### config.mk
export PLATFORM = sky130hd
export DESIGN_NAME = bus_rr_router
export DESIGN_NICKNAME = d
export VERILOG_FILES = /design/src/rtl/bus_pkg.sv /design/src/rtl/rr_arbiter_core.sv /design/src/rtl/bus_rr_router.sv
export SDC_FILE = /design/constraint.sdc
export NUM_CORES = 1
export LEC_CHECK = 0
export ABC_CLOCK_PERIOD_IN_PS = 2000
export CAP_MARGIN = 10
export CORE_ASPECT_RATIO = 0.9
export CORE_MARGIN = 2
export CORE_UTILIZATION = 32
export DETAILED_ROUTE_END_ITERATION = 10
export HOLD_SLACK_MARGIN = 0.15
export PLACE_DENSITY = 0.81
export SLEW_MARGIN = 15
export SYNTH_ARGS = -nofsm -noshare
export SYNTH_HDL_FRONTEND = slang
export SYNTH_SLANG_ARGS = --single-unit
export TNS_END_PERCENT = 10
### constraint.sdc
create_clock -name clk -period 2 [get_ports clk]
set_input_delay 0.2 -clock clk [delete_from_list [all_inputs] [get_ports clk]]
set_output_delay 0.2 -clock clk [all_outputs]
set_load 0.05 [all_outputs]
### src/rtl/bus_pkg.sv
// Shared types and helpers for the round-robin packet bus.
// Pure declarations only; no timing of its own.
// No flow control here; consumers decide how to use the ID field.
package bus_pkg;

    typedef enum logic [1:0] {
        IDLE = 2'd0,
        POP  = 2'd1,
        PUSH = 2'd2
    } bus_state_e;

    localparam int ID_W      = 8;
    // Widest packet id_of() accepts; callers zero-extend into this width.
    localparam int PKT_MAX_W = 512;

    // Destination ID is the top ID_W bits of a pkt_w-bit packet.
    function automatic logic [ID_W-1:0] id_of(input logic [PKT_MAX_W-1:0] pkt,
                                              input int                   pkt_w);
        logic [PKT_MAX_W-1:0] sh;
        sh = pkt >> (pkt_w - ID_W);
        return sh[ID_W-1:0];
    endfunction

endpackage

### src/rtl/rr_arbiter_core.sv
// Round-robin pick: first set req bit strictly after ptr, wrapping around.
// Latency: purely combinational, zero cycles.
// Backpressure: none; the caller decides when to act on the grant.
module rr_arbiter_core #(
    parameter int drvrs = 4,
    parameter int IDX_W = $clog2(drvrs)
) (
    input  logic [drvrs-1:0] req,
    input  logic [IDX_W-1:0] ptr,
    output logic [IDX_W-1:0] grant,
    output logic             valid
);

    // Scan from farthest to nearest so the nearest requester after ptr wins last.
    always_comb begin
        int             idx;
        logic [IDX_W-1:0] idx_v;
        grant = '0;
        valid = 1'b0;
        idx   = 0;
        idx_v = '0;
        for (int k = drvrs; k >= 1; k--) begin
            idx   = (int'(ptr) + k) % drvrs;
            idx_v = IDX_W'(idx);
            if (req[idx_v]) begin
                grant = idx_v;
                valid = 1'b1;
            end
        end
    end

endmodule

### src/rtl/bus_rr_router.sv
// Shared bus: round-robin pops one head packet per grant and routes it (unicast/broadcast/drop).
// Latency: pndng seen in IDLE -> pop next cycle -> push the cycle after; 1 packet per 2 cycles.
// Backpressure: none on the push side; pndng is the only request. Optional BUS_STATS_EN adds counters.
module bus_rr_router
    import bus_pkg::*;
#(
    parameter int              drvrs     = 4,
    parameter int              pckg_sz   = 16,
    parameter logic [ID_W-1:0] broadcast = {ID_W{1'b1}}
) (
    input  logic                            clk,
    input  logic                            reset,
    input  logic [drvrs-1:0]                pndng,
    input  logic [drvrs-1:0][pckg_sz-1:0]   D_pop,
    output logic [drvrs-1:0]                pop,
    output logic [drvrs-1:0]                push,
    output logic [drvrs-1:0][pckg_sz-1:0]   D_push
`ifdef BUS_STATS_EN
    ,
    output logic [31:0]                     stat_delivered,
    output logic [15:0]                     stat_dropped
`endif
);

    localparam int IDX_W = $clog2(drvrs);

    bus_state_e         state;
    bus_state_e         state_nxt;
    logic [IDX_W-1:0]   rr_ptr;
    logic [IDX_W-1:0]   gnt_q;
    logic [IDX_W-1:0]   arb_gnt;
    logic               arb_vld;
    logic [pckg_sz-1:0] pkt_q;
    logic [ID_W-1:0]    dst;
    logic [drvrs-1:0]   push_mask;

    rr_arbiter_core #(
        .drvrs (drvrs),
        .IDX_W (IDX_W)
    ) u_arb (
        .req   (pndng),
        .ptr   (rr_ptr),
        .grant (arb_gnt),
        .valid (arb_vld)
    );

    assign dst    = id_of(PKT_MAX_W'(pkt_q), pckg_sz);
    assign D_push = {drvrs{pkt_q}};

    // Destination decode; self-addressed and out-of-range IDs fall through to an empty mask.
    always_comb begin
        push_mask = '0;
        if (dst == broadcast) begin
            push_mask        = '1;
            push_mask[gnt_q] = 1'b0;
        end else if (int'(dst) < drvrs && dst != ID_W'(gnt_q)) begin
            push_mask[dst[IDX_W-1:0]] = 1'b1;
        end
    end

    // Next state and strobes; pop and push live in different states so they never overlap.
    always_comb begin
        state_nxt = state;
        pop       = '0;
        push      = '0;
        case (state)
            IDLE: begin
                if (arb_vld) state_nxt = POP;
            end
            POP: begin
                pop[gnt_q] = 1'b1;
                state_nxt  = PUSH;
            end
            PUSH: begin
                push      = push_mask;
                state_nxt = arb_vld ? POP : IDLE;
            end
            default: state_nxt = IDLE;
        endcase
    end

    // State, grant, captured packet and round-robin pointer; a reset discards any in-flight packet.
    always_ff @(posedge clk) begin
        if (reset) begin
            state  <= IDLE;
            rr_ptr <= IDX_W'(drvrs - 1);
            gnt_q  <= '0;
            pkt_q  <= '0;
        end else begin
            state <= state_nxt;
            if (state_nxt == POP) gnt_q <= arb_gnt;
            if (state == POP) begin
                pkt_q  <= D_pop[gnt_q];
                rr_ptr <= gnt_q;
            end
        end
    end

`ifdef BUS_STATS_EN
    // Delivered wraps naturally; dropped sticks at all-ones.
    always_ff @(posedge clk) begin
        if (reset) begin
            stat_delivered <= '0;
            stat_dropped   <= '0;
        end else if (state == PUSH) begin
            if (|push_mask)
                stat_delivered <= stat_delivered + 32'd1;
            else if (stat_dropped != 16'hFFFF)
                stat_dropped <= stat_dropped + 16'd1;
        end
    end
`endif

endmodule
==> impl_metrics.tcl <==
set metrics [dict create \
    synth_area_sq_um 1640 \
    synthesis.nets 235 \
    p_leak_nw 1.08 \
    vias 1628 \
    firstDrtPassIters 4 \
    ant_nets 0 \
    cts_made_buffers 3 \
    min_path_cells 2 \
    wl_um 5010 \
    r2r-start "gnt_q[0]$_SDFFE_PP0N_" \
    setup.worst_path.end_class "primary output" \
    crit_chain "or4_4 -> or3_4 -> or2_4 -> a221oi_4 -> buf_12" \
    clock_latency_ps 260 \
    holdCritPathClass "flop to flop" \
    final_util_pct 60.8 \
    cp_max_fo 3 \
    io_pins 142 \
    layout_setup_ws_ps -352 \
    fp.dieW_um 79.5 \
    maxSlewViolCount 0 \
    clockBufferDepth 2 \
    io_buffer_count 141 \
    setup_viol 4 \
    synth_area_per_cell_sq_um 9.96 \
    first_iter_violations 28 \
    cp_top_family "simple AND/OR/NAND/NOR gates" \
    crit_slowest_cell "or4_4" \
    yosys-top-cells-area "dfxtp_1, buf_4, mux4_2" \
    violations "setup timing" \
    grt_pass1_vias 1686 \
    synth-edff-count 0 \
    grt_setup_unrepaired "true" \
    post_drt_wl_per_cell_um 15.2 \
    fin_skew_ps 6.11 \
    pwr_density_cell_nw_per_um2 639 \
    initial_utilization_pct 33.6 \
    fin_crit_sh_pct 118 \
    crit_type "flop to primary output" \
    vias_per_cell 4.95 \
    ir_drop_uv 395 \
    area_growth_pct 81.3 \
    yosysTopAreaCell "dfxtp_1" \
    dp_hpwl_um 4050 \
    die-area_sq_um 5720 \
    grt_start_max_net_pins 22 \
    pre_cts_ws_ps -139 \
    ys_types 33 \
    status "finished with violations" \
    grt_usage_pct 17.3 \
    critical_path_cell_count 5 \
    nets 335 \
    worst_pin_slew_ps 509 \
    yosysTopAreaCellShare_pct 26.8 \
    route.detailed.drc 0 \
    synth-warning-count 0 \
    worstPathRequired_ps 1800 \
    hold_violations 0 \
    path_buf_inv 1 \
    cts_tree "yes" \
    cts-htree-levels 1 \
    gp_congestion 0.771 \
    grt_pass1_wl_um 7810 \
    relSlewSlack_pct 66.0 \
    drive_above_1_share_pct 18.9 \
    ys_ff_latch 22 \
    synthCells 165 \
    cp.arrival_ps 2150 \
    rows 24 \
    grt_overflow_total 0 \
    coreArea_sq_um 4890 \
    cp-startpoint "pkt_q[13]$_SDFFE_PP0P_" \
    antenna_found_initial 0 \
    antennaDiodeCount 0 \
    r2r_end "pkt_q[11]$_SDFFE_PP0P_" \
    dp.cells 325 \
    synth-seq-area-share_pct 26.8 \
    r2r_slack_ps 460 \
    ys_async_sr_fraction_pct 0 \
    crit_end "push[1]" \
    yosys_most_used_dff "dfxtp_1" \
    crit_path_start_kind "flop" \
    p_total_mw 1.90 \
    cpPeakStageDelay_ps 530 \
    cts-root-buf "clkbuf_8" \
    post-route-min-period_ps 2350 \
    cts_num_sinks 22 \
    reg2reg_depth 3 \
    fmax_mhz 425 \
    cap_viol_max_count 0 \
    die_h_um 72.0 \
    path_clk_slew_ps 80 \
    instances_no_fill 329 \
]
-- cells in the mapped netlist (2+ instances only) --
library cell and n:
buf_2 2, o21ai_0 2, inv_1 4, nor2b_1 2
a22o_1 15, nor3_1 3, nor2_1 10, buf_4 48
o211ai_1 2, clkbuf_1 5, nand2_1 7, and3_1 2
nand4_1 2, a21oi_1 3, dfxtp_1 22, nand2b_1 3
nand3b_1 2, mux4_2 16
-- cells in the final DEF, fill, tap and decap left out, drive strengths merged --
cell type,count
o211ai,2
a21oi,3
clkdlybuf4s50,133
a211o,1
nor4b,1
o21ai,2
clkbuf,4
a211oi,1
nor2,10
dfxtp,22
or3,1
inv,4
nand2b,3
or2,2
nand3b,2
mux4,16
nand3,1
or4,1
nand2,7
nor2b,2
nor3,3
buf,18
nor4,1
nand4,2
and3,2
a221oi,1
a221o,1
a22o,16
a31oi,1
o2111ai,1
-- worst min-delay path by stage --
stage | from | to | slack [ps]
2_1_floorplan | pndng[3] | state[0]$_SDFF_PP0_ | 390
3_3_place_gp | rr_ptr[1]$_SDFFE_PP1P_ | rr_ptr[1]$_SDFFE_PP1P_ | 510
3_5_place_dp | rr_ptr[1]$_SDFFE_PP1P_ | rr_ptr[1]$_SDFFE_PP1P_ | 530
4_1_cts | rr_ptr[1]$_SDFFE_PP1P_ | rr_ptr[1]$_SDFFE_PP1P_ | 540
5_1_grt | rr_ptr[1]$_SDFFE_PP1P_ | rr_ptr[1]$_SDFFE_PP1P_ | 570
6_report | rr_ptr[1]$_SDFFE_PP1P_ | rr_ptr[1]$_SDFFE_PP1P_ | 550
-- registers in the layout, summed over array words and instances, names as in the netlist --
register,flops
rr_ptr,2
state,2
pkt_q,16
gnt_q,2
-- worst register-to-register path, stage by stage, from the launching register on --
cell and delay, ps:
dfxtp_2 470, buf_12 230, mux4_2 550, a22o_1 190
-- what timing repair did --
action / CTS / global route
resized for setup: 3 / 0
pin swaps: 2 / 0
hold buffers: 0 / 0
setup endpoints to repair: 4 / 4
hold endpoints to repair: 0 / 0
setup buffers: 0 / 0
gates cloned: 0 / 0
-- power by group --
group	switching (mW)	leakage (nW)	internal, mW
clock network	0.132	0.0288	0.175
registers	0.0538	0.183	0.478
logic	0.593	0.867	0.471
-- routing by layer --
layer,track usage [%],vias up,share of wire [%]
li1,-,761,-
met1,19.8,771,38
met2,32.4,92,52
met3,4.48,4,9.1
met4,3.26,0,0.82
met5,0,-,0
-- metrics by stage --
stage / TNS [ps] / hold WS [ps] / area [sq um]
global placement: -197 / 510 / 2910
detailed placement: -180 / 529 / 2910
finish: -764 / 549 / 2980
floorplan: -1140 / 387 / 1670
global route: -1090 / 571 / 2980
CTS: -822 / 542 / 2980
-- cell families (layout without fill, tap and decap cells) --
logic type / count (synthesis) / count (layout) / synth area share [%]
buf+inv: 60 / 159 / 24.8
flops: 22 / 22 / 26.8
mux: 16 / 16 / 21.9
compound gates: 29 / 29 / 14.5
simple gates: 38 / 38 / 12.0
-- area by class of cell --
| type | count | area, sq um |
|---|---|---|
| tap | 65 | 81.3 |
| multi-input combinational | 83 | 821 |
| inverter | 4 | 15.0 |
| timing repair buffer | 151 | 1550 |
| sequential | 22 | 452 |
| fill | 426 | 1920 |
| clock buffer | 4 | 55.1 |
No activity file was read; power rests on OpenSTA's default activity.
